[src/rtl/mips_bus_memory.sv]
// Word-addressed memory slave on a CPU bus with a fixed number of wait states.
// Accepts byte-lane writes, returns registered read data, and flags protocol/range errors.
module mips_bus_memory #(
  parameter logic [31:0] BASE_ADDR   = 32'hBFC00000,
  parameter int unsigned DEPTH_WORDS = 64,
  parameter int unsigned WAIT_CYCLES = 2
) (
  input  logic                           clk,
  input  logic                           reset,
  input  logic [31:0]                    address,
  input  logic                           write,
  input  logic                           read,
  input  logic [31:0]                    writedata,
  input  logic [3:0]                     byteenable,
  output logic                           waitrequest,
  output logic [31:0]                    readdata,
  output logic                           bus_error,
  input  logic                           load_en,
  input  logic [$clog2(DEPTH_WORDS)-1:0] load_addr,
  input  logic [31:0]                    load_data
);

  localparam int unsigned AW     = $clog2(DEPTH_WORDS);
  localparam logic [3:0]  WAIT_N = 4'(WAIT_CYCLES);
  localparam logic [32:0] LIMIT  = {1'b0, BASE_ADDR} + 33'(4 * DEPTH_WORDS);

  typedef enum logic [1:0] {
    IDLE   = 2'd0,
    WAIT   = 2'd1,
    ACCESS = 2'd2
  } state_t;

  state_t        state_r;
  logic [3:0]    cnt_r;
  logic [3:0]    cnt_inc_s;
  logic [31:0]   mem_r [DEPTH_WORDS];
  logic          req_s;
  logic          accept_s;
  logic          in_range_s;
  logic          wr_commit_s;
  logic          load_hit_s;
  logic [31:0]   offset_s;
  logic [AW-1:0] idx_s;
  logic          unused_s;

  // Request decode, stall generation and address range check.
  always_comb begin
    req_s       = read | write;
    waitrequest = req_s && (state_r != ACCESS) && (WAIT_N != 4'd0);
    accept_s    = req_s && !waitrequest;
    offset_s    = address - BASE_ADDR;
    idx_s       = offset_s[AW+1:2];
    in_range_s  = ({1'b0, address} >= {1'b0, BASE_ADDR}) && ({1'b0, address} < LIMIT);
    wr_commit_s = accept_s && write && in_range_s;
    load_hit_s  = load_en && (load_addr == idx_s);
    cnt_inc_s   = cnt_r + 4'd1;
    unused_s    = ^{offset_s[31:AW+2], offset_s[1:0]};
  end

  // Wait-state sequencing plus registered read data and sticky error flag.
  always_ff @(posedge clk or negedge reset) begin
    if (!reset) begin
      state_r   <= IDLE;
      cnt_r     <= 4'd0;
      readdata  <= 32'h0000_0000;
      bus_error <= 1'b0;
    end else begin
      case (state_r)
        IDLE: begin
          if (req_s && (WAIT_N != 4'd0)) begin
            // A single wait state is the IDLE cycle itself, so go straight to ACCESS.
            state_r <= (WAIT_N == 4'd1) ? ACCESS : WAIT;
            cnt_r   <= 4'd1;
          end else begin
            state_r <= IDLE;
            cnt_r   <= 4'd0;
          end
        end
        WAIT: begin
          if (!req_s) begin
            state_r <= IDLE;
            cnt_r   <= 4'd0;
          end else if (cnt_inc_s == WAIT_N) begin
            state_r <= ACCESS;
            cnt_r   <= cnt_inc_s;
          end else begin
            state_r <= WAIT;
            cnt_r   <= cnt_inc_s;
          end
        end
        ACCESS: begin
          state_r <= IDLE;
          cnt_r   <= 4'd0;
        end
        default: begin
          state_r <= IDLE;
          cnt_r   <= 4'd0;
        end
      endcase

      if (accept_s) begin
        if (write) begin
          if (read || !in_range_s) begin
            bus_error <= 1'b1;
          end
        end else if (in_range_s && (address != 32'h0000_0000)) begin
          readdata <= mem_r[idx_s];
        end else begin
          readdata <= 32'h0000_0000;
        end
      end
    end
  end

  // Storage: backdoor load wins over a bus write to the same word.
  always_ff @(posedge clk) begin
    if (load_en) begin
      mem_r[load_addr] <= load_data;
    end
    if (wr_commit_s && !load_hit_s) begin
      for (int i = 0; i < 4; i++) begin
        if (byteenable[i]) begin
          mem_r[idx_s][8*i +: 8] <= writedata[8*i +: 8];
        end
      end
    end
  end

endmodule

[config.mk]
export PLATFORM = sky130hd
export DESIGN_NAME = mips_bus_memory
export DESIGN_NICKNAME = d
export VERILOG_FILES = /design/src/rtl/mips_bus_memory.sv
export SDC_FILE = /design/constraint.sdc
export NUM_CORES = 2
export LEC_CHECK = 0
export BUFFER_PORTS_ARGS = -buffer_cell sky130_fd_sc_hd__buf_2
export CAP_MARGIN = 20
export CORE_MARGIN = 2
export CORE_UTILIZATION = 29
export CTS_BUF_LIST = sky130_fd_sc_hd__clkbuf_16
export CTS_CLUSTER_DIAMETER = 80
export CTS_CLUSTER_SIZE = 8
export DETAILED_ROUTE_END_ITERATION = 7
export GPL_ROUTABILITY_DRIVEN = 0
export PLACE_DENSITY = 0.46
export SETUP_SLACK_MARGIN = 0.4
export SLEW_MARGIN = 10
export SYNTH_ARGS = -nofsm -noshare
export SYNTH_HDL_FRONTEND = slang
export SYNTH_SLANG_ARGS = --single-unit
[constraint.sdc]
create_clock -name clk -period 7.6 [get_ports clk]
set_input_delay 0.76 -clock clk [delete_from_list [all_inputs] [get_ports clk]]
set_output_delay 0.76 -clock clk [all_outputs]
set_load 0.01 [all_outputs]
After elaboration in Yosys (flattened, before gate mapping)
Memories as Yosys holds them, arrays and structs flattened.
Cells that the tools add are included.
{"block": "word_totals", "register_bits": 39, "mem_count": 1, "ramBits": 2048, "inputBits": 111, "word_cells": 53}
{"name": "mem_r", "depth": 64, "width": 32, "rd": 1, "rd_clocked_by_memory_dff": 0, "wr": 2, "line_no": "36", "source": "logic [31:0] mem_r [DEPTH_WORDS];"}
{"block": "classes", "magnitude_cmp": 2, "eq_ne": 4, "muxes": 22, "add_sub_neg": 2, "n_reduce_logical": 16, "bitwise_logic": 2}
{"operator": "greater-or-equal comparator 32 bit (second input constant)", "n": 1}
{"operator": "less-than comparator 32 bit (second input constant)", "n": 1}
{"operator": "two-way mux 32 bit", "n": 1}
{"operator": "nonzero test 32 bit", "n": 1}
{"operator": "two-way mux 1 bit", "n": 16}
{"operator": "logical AND 1 bit", "n": 8}
{"operator": "case mux 4 bit (2 select lines)", "n": 1}
{"operator": "subtractor 8 x 1 -> 8 bit (second input constant)", "n": 1}
{"operator": "== test 6 bit", "n": 1}
{"operator": "adder 4 x 1 -> 4 bit (second input constant)", "n": 1}
{"operator": "== test 4 x 2 -> 1 bit (second input constant)", "n": 1}
{"operator": "two-way mux 2 bit", "n": 2}
{"operator": "two-way mux 4 bit", "n": 1}
{"operator": "case mux 2 bit (2 select lines)", "n": 1}
{"operator": "zero test 1 bit", "n": 3}
{"operator": "AND reduction 3 bit", "n": 1}
{"operator": "== test 2 x 1 -> 1 bit (second input constant)", "n": 1}
{"operator": "zero test 2 bit", "n": 1}
{"operator": "!= test 2 bit (second input constant)", "n": 1}
{"operator": "AND reduction 2 bit", "n": 1}
{"operator": "logical OR 1 bit", "n": 1}
{"operator": "NOT 1 bit", "n": 1}
{"operator": "OR 1 bit", "n": 1}

Depth between registers and ports, before layout
{"block": "logic_depth", "word_depth": 9, "mapped_depth": 11, "ltp_nobuf": 6}

Least setup slack after synthesis
OpenSTA, ideal clock, no wires.
{"block": "synth_path", "path_type": "input-to-reg", "start": "input port address[2]", "end": "memory mem_r[44][0] (enable)", "n_path_buf": 3, "setup_slack_ns": 4.218, "cell_stages": 7, "required_ns": 7.216, "arrival_time_ns": 2.998, "path_cell_list": "buf_2 buf_4 or2_2 clkbuf_1 nor2_1 nand2_1 o21ai_0"}
{"element": "start, declared", "line_no": "10", "source": "input logic [31:0] address,"}
{"element": "end, declared", "line_no": "36"}

==> flow_summary.html <==
<table>
<tr><th>Metric</th><th>Value</th></tr>
<tr><th colspan="2">Setup path</th></tr>
<tr><td>Setup CP Type</td><td>in -&gt; reg</td></tr>
<tr><td>Required time of the critical path</td><td>8.12 ns</td></tr>
<tr><td>Data arrival time of the critical path</td><td>a little under 5 ns</td></tr>
<tr><td>FF-to-FF setup slack</td><td>3.78 ns</td></tr>
<tr><td>Capture instance of the worst register-to-register path</td><td>mem_r[53][14]</td></tr>
<tr><td>CP Launch Type</td><td>input pin</td></tr>
<tr><td>Highest net fanout along the worst path</td><td>12</td></tr>
<tr><td>Endpoint type of the worst setup path</td><td>flop</td></tr>
<tr><td>R2r worst-path depth</td><td>5</td></tr>
<tr><td>Worst reg2reg startpoint</td><td>state_r[0]</td></tr>
<tr><th colspan="2">Logic synthesis</th></tr>
<tr><td>Total of warnings raised by yosys</td><td>0</td></tr>
<tr><td>Number of cells produced by synthesis</td><td>7521</td></tr>
<tr><td>Flops &amp; latches, synth</td><td>approximately 2100</td></tr>
<tr><td>Share of the synthesized area in the top cell type</td><td>between 50% and 60%</td></tr>
<tr><td>Netlist area before placement</td><td>roughly 110000 um2</td></tr>
<tr><td>Synthesized area per cell</td><td>14.48 um2</td></tr>
<tr><td>Synth Net Count</td><td>7634</td></tr>
<tr><td>Leading post-synthesis cells by cell area</td><td>sky130_fd_sc_hd__edfxtp_1 56%, sky130_fd_sc_hd__mux2_2 22%, sky130_fd_sc_hd__mux4_2 3.0%</td></tr>
<tr><td>Sequential element share of the synthesized area</td><td>57.36%</td></tr>
<tr><td>EDFF count, synth</td><td>between 2000 and 2500</td></tr>
<tr><td>Ys flop type</td><td>sky130_fd_sc_hd__edfxtp_1</td></tr>
<tr><td>Netlist cell types</td><td>a little under 80</td></tr>
<tr><td>Cell taking the most area after synthesis</td><td>sky130_fd_sc_hd__edfxtp_1</td></tr>
<tr><td>Post-synth ARST share</td><td>1.869%</td></tr>
<tr><th colspan="2">Timing</th></tr>
<tr><td>Endpoints failing setup</td><td>0</td></tr>
<tr><td>Fmax</td><td>225.6 MHz</td></tr>
<tr><td>Normalized max-slew margin</td><td>10.78%</td></tr>
<tr><td>Total Neg Setup Slack</td><td>0 ns</td></tr>
<tr><td>Worst clock skew on the final layout</td><td>around 0.063 ns</td></tr>
<tr><td>Final worst path period share</td><td>58.31%</td></tr>
<tr><td>Tightest Pin Transition</td><td>roughly 1.3 ns</td></tr>
<tr><td>Total count of hold-check failures in the final report</td><td>0</td></tr>
<tr><td>Final min period</td><td>between 4 and 5 ns</td></tr>
<tr><td>Count of pins over their slew limit</td><td>0</td></tr>
<tr><td>RSZ-0062 raised after global routing</td><td>false</td></tr>
<tr><th colspan="2">Hold path</th></tr>
<tr><td>Hold wc startpoint</td><td>read</td></tr>
<tr><td>Hold Path End</td><td>bus_error</td></tr>
<tr><td>Hold path cells</td><td>3</td></tr>
<tr><td>Worst min-delay path category</td><td>in -&gt; reg</td></tr>
<tr><th colspan="2">Finish</th></tr>
<tr><td>Multi-input logic area</td><td>43300 um2</td></tr>
<tr><td>Utilization after layout</td><td>32.95%</td></tr>
<tr><td>Area used by sequential logic in the layout</td><td>62470 um2</td></tr>
<tr><td>Filler cells</td><td>between 30000 and 40000</td></tr>
<tr><td>Area growth from synthesis to layout</td><td>13.37%</td></tr>
<tr><td>Number of nets in the finished design</td><td>7534</td></tr>
<tr><td>Fraction of final layout cells sized beyond drive strength 1</td><td>between 40% and 50%</td></tr>
<tr><th colspan="2">Die</th></tr>
<tr><td>Die height</td><td>616.8 um</td></tr>
<tr><td>Number of core rows</td><td>~230</td></tr>
<tr><td>Number of top-level pins</td><td>approximately 150</td></tr>
<tr><td>Horizontal die dimension</td><td>slightly above 600 um</td></tr>
<tr><td>Core area</td><td>374700 um2</td></tr>
<tr><td>Die Footprint</td><td>about 380000 um2</td></tr>
<tr><td>Initial core utilization</td><td>29.07%</td></tr>
<tr><th colspan="2">GRT</th></tr>
<tr><td>First-pass GRT wire length</td><td>650900 um</td></tr>
<tr><td>Remaining global-route overflow</td><td>0</td></tr>
<tr><td>Number of antenna violations at the first check in global routing</td><td>51</td></tr>
<tr><td>Number of global-route vias before repair</td><td>72130</td></tr>
<tr><td>Gr usage total</td><td>24.85%</td></tr>
<tr><td>Maximum number of pins on one net before global-route repair</td><td>101</td></tr>
<tr><th colspan="2">Clock network</th></tr>
<tr><td>Cts bufs inserted</td><td>303</td></tr>
<tr><td>Count of instances resized after the clock tree is built</td><td>0</td></tr>
<tr><td>Library cell used as clock root buffer</td><td>sky130_fd_sc_hd__clkbuf_16</td></tr>
<tr><td>Maximum number of buffers from clock root to sink</td><td>4</td></tr>
<tr><td>Post-CTS Setup Repair Bufs</td><td>0</td></tr>
<tr><td>CTS tree</td><td>built</td></tr>
<tr><td>CTS H-tree depth</td><td>5</td></tr>
<tr><td>Insertion delay of the later-clocked pin in the worst-skew pair</td><td>0.94 ns</td></tr>
<tr><td>Clock edge transition at the registers on the reported setup and hold paths</td><td>around 0.05 ns</td></tr>
<tr><td>Clock sink total</td><td>2087</td></tr>
<tr><th colspan="2">Outcome</th></tr>
<tr><td>Violations in the final reports</td><td>DRC</td></tr>
<tr><td>Outcome</td><td>finished with violations</td></tr>
<tr><th colspan="2">Power</th></tr>
<tr><td>Clock network fraction of design power</td><td>45.1%</td></tr>
<tr><td>P_sw</td><td>0.006800 W</td></tr>
<tr><td>Internal cell power</td><td>0.02083 W</td></tr>
<tr><td>Gate power share</td><td>approximately 8.7%</td></tr>
<tr><td>Share of total power consumed by net switching</td><td>between 20 and 25%</td></tr>
<tr><td>Lkg Pwr</td><td>about 40 nW</td></tr>
<tr><td>Relative contribution of sequential cells to total power</td><td>approximately 46%</td></tr>
<tr><td>Maximum vdd drop</td><td>0.1779 mV</td></tr>
<tr><td>Power per Cell Area</td><td>223.8 nW/um2</td></tr>
<tr><th colspan="2">Detailed routing</th></tr>
<tr><td>Pre-Repair DR Iteration Count</td><td>8</td></tr>
<tr><td>Final antenna-violating net count</td><td>0</td></tr>
<tr><td>Post-detailed-route DRC marker count</td><td>295</td></tr>
<tr><td>DRC violation total after the first TritonRoute iteration</td><td>~9000</td></tr>
<tr><td>Via total after detailed routing</td><td>72970</td></tr>
<tr><td>Aggregate routed wire length</td><td>486300 um</td></tr>
<tr><td>Vias per inst</td><td>5.798</td></tr>
<tr><td>Average routed wire per standard cell</td><td>38.64 um</td></tr>
<tr><th colspan="2">Placed design</th></tr>
<tr><td>DPL Wire Length</td><td>approximately 300000 um</td></tr>
<tr><td>Port Buffer Count</td><td>between 100 and 150</td></tr>
<tr><th colspan="2">Run</th></tr>
<tr><td>Max Cap Viol</td><td>0</td></tr>
</table>
how the worst max path moves through the flow:
stage | startpoint | slack, ns | depth (start not counted) | to
after floorplan | address[2] | 4.22 | 7 | mem_r[44][0]
after global placement | address[2] | 2.50 | 9 | mem_r[54][4]
after detailed placement | address[9] | 2.50 | 7 | mem_r[53][15]
after CTS | address[2] | 3.43 | 9 | readdata[14]
after global routing | address[2] | 3.27 | 9 | readdata[9]
final | address[7] | 3.17 | 7 | mem_r[51][17]
through the flow:
stage	setup slack [ns]	instances	total power (W)	hold slack, ns	instance area (um2)
floorplan	4.218	7521	0.01435	0.4578	108900
global placement	2.504	12090	0.01531	0.4937	114700
CTS	3.428	12530	0.02774	0.2050	123200
finish	3.168	12590	0.02763	0.2146	123500
global route	3.275	12560	0.02827	0.1985	123400
detailed placement	2.505	12100	0.01535	0.4999	114800
what timing repair did:
action                     in CTS  in global routing
hold buffers                    1                  0
hold endpoints to repair       16                  0
setup endpoints to repair       0                  0
kinds of logic (layout without fill, tap and decap cells):
logic type | after synthesis | in the layout | share of synthesized area [%]
mux | 2585 | 2585 | 28.10
flops | 2087 | 2087 | 57.36
compound gates | 1135 | 1135 | 7.046
simple gates | 891 | 891 | 4.317
buf+inv | 813 | 840 | 3.087
xor+xnor | 8 | 8 | 0.06433
fa+ha+maj | 2 | 2 | 0.02297
other cells | 0 | 43 | 0
layer usage:
layer | up-vias | routed length, um | GRT usage [%] | part of all wire, %
met5 | - | 396 | 0.4040 | 0.081
li1 | 29340 | - | - | -
met3 | 1012 | 38400 | 5.991 | 7.9
met1 | 38980 | 193700 | 31.15 | 40
met4 | 15 | 32810 | 15.47 | 6.7
met2 | 3622 | 221000 | 38.51 | 45
state kept, by name, summed over array words and instances, names as in the netlist:
signal / cells
mem_r: 2048
cnt_r: 4
readdata: 32
state_r: 2
bus_error: 1
layout make-up:
type                            instances  share of cell area (%)
Multi-Input combinational cell       4621                   35.07
Timing Repair Buffer                  400                   2.390
Tap cell                             4994                   5.061
Sequential cell                      2087                   50.60
Clock inverter                        119                  0.4114
Inverter                                8                 0.03648
Clock buffer                          313                   6.344
Antenna cell                           43                 0.08715
synth_stat cells (100+ instances only):
| cell | n |
|---|---|
| sky130_fd_sc_hd__o221ai_1 | 156 |
| sky130_fd_sc_hd__edfxtp_1 | 2048 |
| sky130_fd_sc_hd__mux2i_1 | 219 |
| sky130_fd_sc_hd__mux2_2 | 2166 |
| sky130_fd_sc_hd__nor2_2 | 166 |
| sky130_fd_sc_hd__nand2_1 | 394 |
| sky130_fd_sc_hd__clkbuf_1 | 555 |
| sky130_fd_sc_hd__a21oi_1 | 132 |
| sky130_fd_sc_hd__o22ai_1 | 265 |
| sky130_fd_sc_hd__buf_1 | 100 |
| sky130_fd_sc_hd__buf_2 | 129 |
| sky130_fd_sc_hd__nor2_1 | 138 |
| sky130_fd_sc_hd__mux4_2 | 144 |
| sky130_fd_sc_hd__o21ai_0 | 280 |
worst max-delay path, stage by stage:
cell and delay [ns]:
sky130_fd_sc_hd__buf_2 0.45, sky130_fd_sc_hd__nor2b_1 0.45, sky130_fd_sc_hd__nand2_2 0.53, sky130_fd_sc_hd__buf_4 0.43, sky130_fd_sc_hd__nor2_1 0.90, sky130_fd_sc_hd__nand2_1 0.72, sky130_fd_sc_hd__nand2_1 0.67
placed cells by master, fill, tap and decap left out, types with 144 or more instances in the layout:
| master | instances |
|---|---|
| sky130_fd_sc_hd__o221ai_1 | 156 |
| sky130_fd_sc_hd__mux2i_1 | 219 |
| sky130_fd_sc_hd__edfxtp_1 | 2048 |
| sky130_fd_sc_hd__o21ai_1 | 175 |
| sky130_fd_sc_hd__clkbuf_16 | 313 |
| sky130_fd_sc_hd__nand2_1 | 384 |
| sky130_fd_sc_hd__mux4_2 | 144 |
| sky130_fd_sc_hd__mux2_2 | 2166 |
| sky130_fd_sc_hd__nor2_2 | 176 |
| sky130_fd_sc_hd__o22ai_1 | 265 |
| sky130_fd_sc_hd__buf_4 | 234 |
power by group through the flow:
stage	Combinational, W	Sequential [W]	Clock [W]
final	0.00239	0.0128	0.0125
after detailed placement	0.00235	0.0130	0
after global routing	0.00247	0.0128	0.0130
after CTS	0.00236	0.0128	0.0126
after floorplan	0.00137	0.0130	0
after global placement	0.00232	0.0130	0
(Power assumes the default switching activity.)
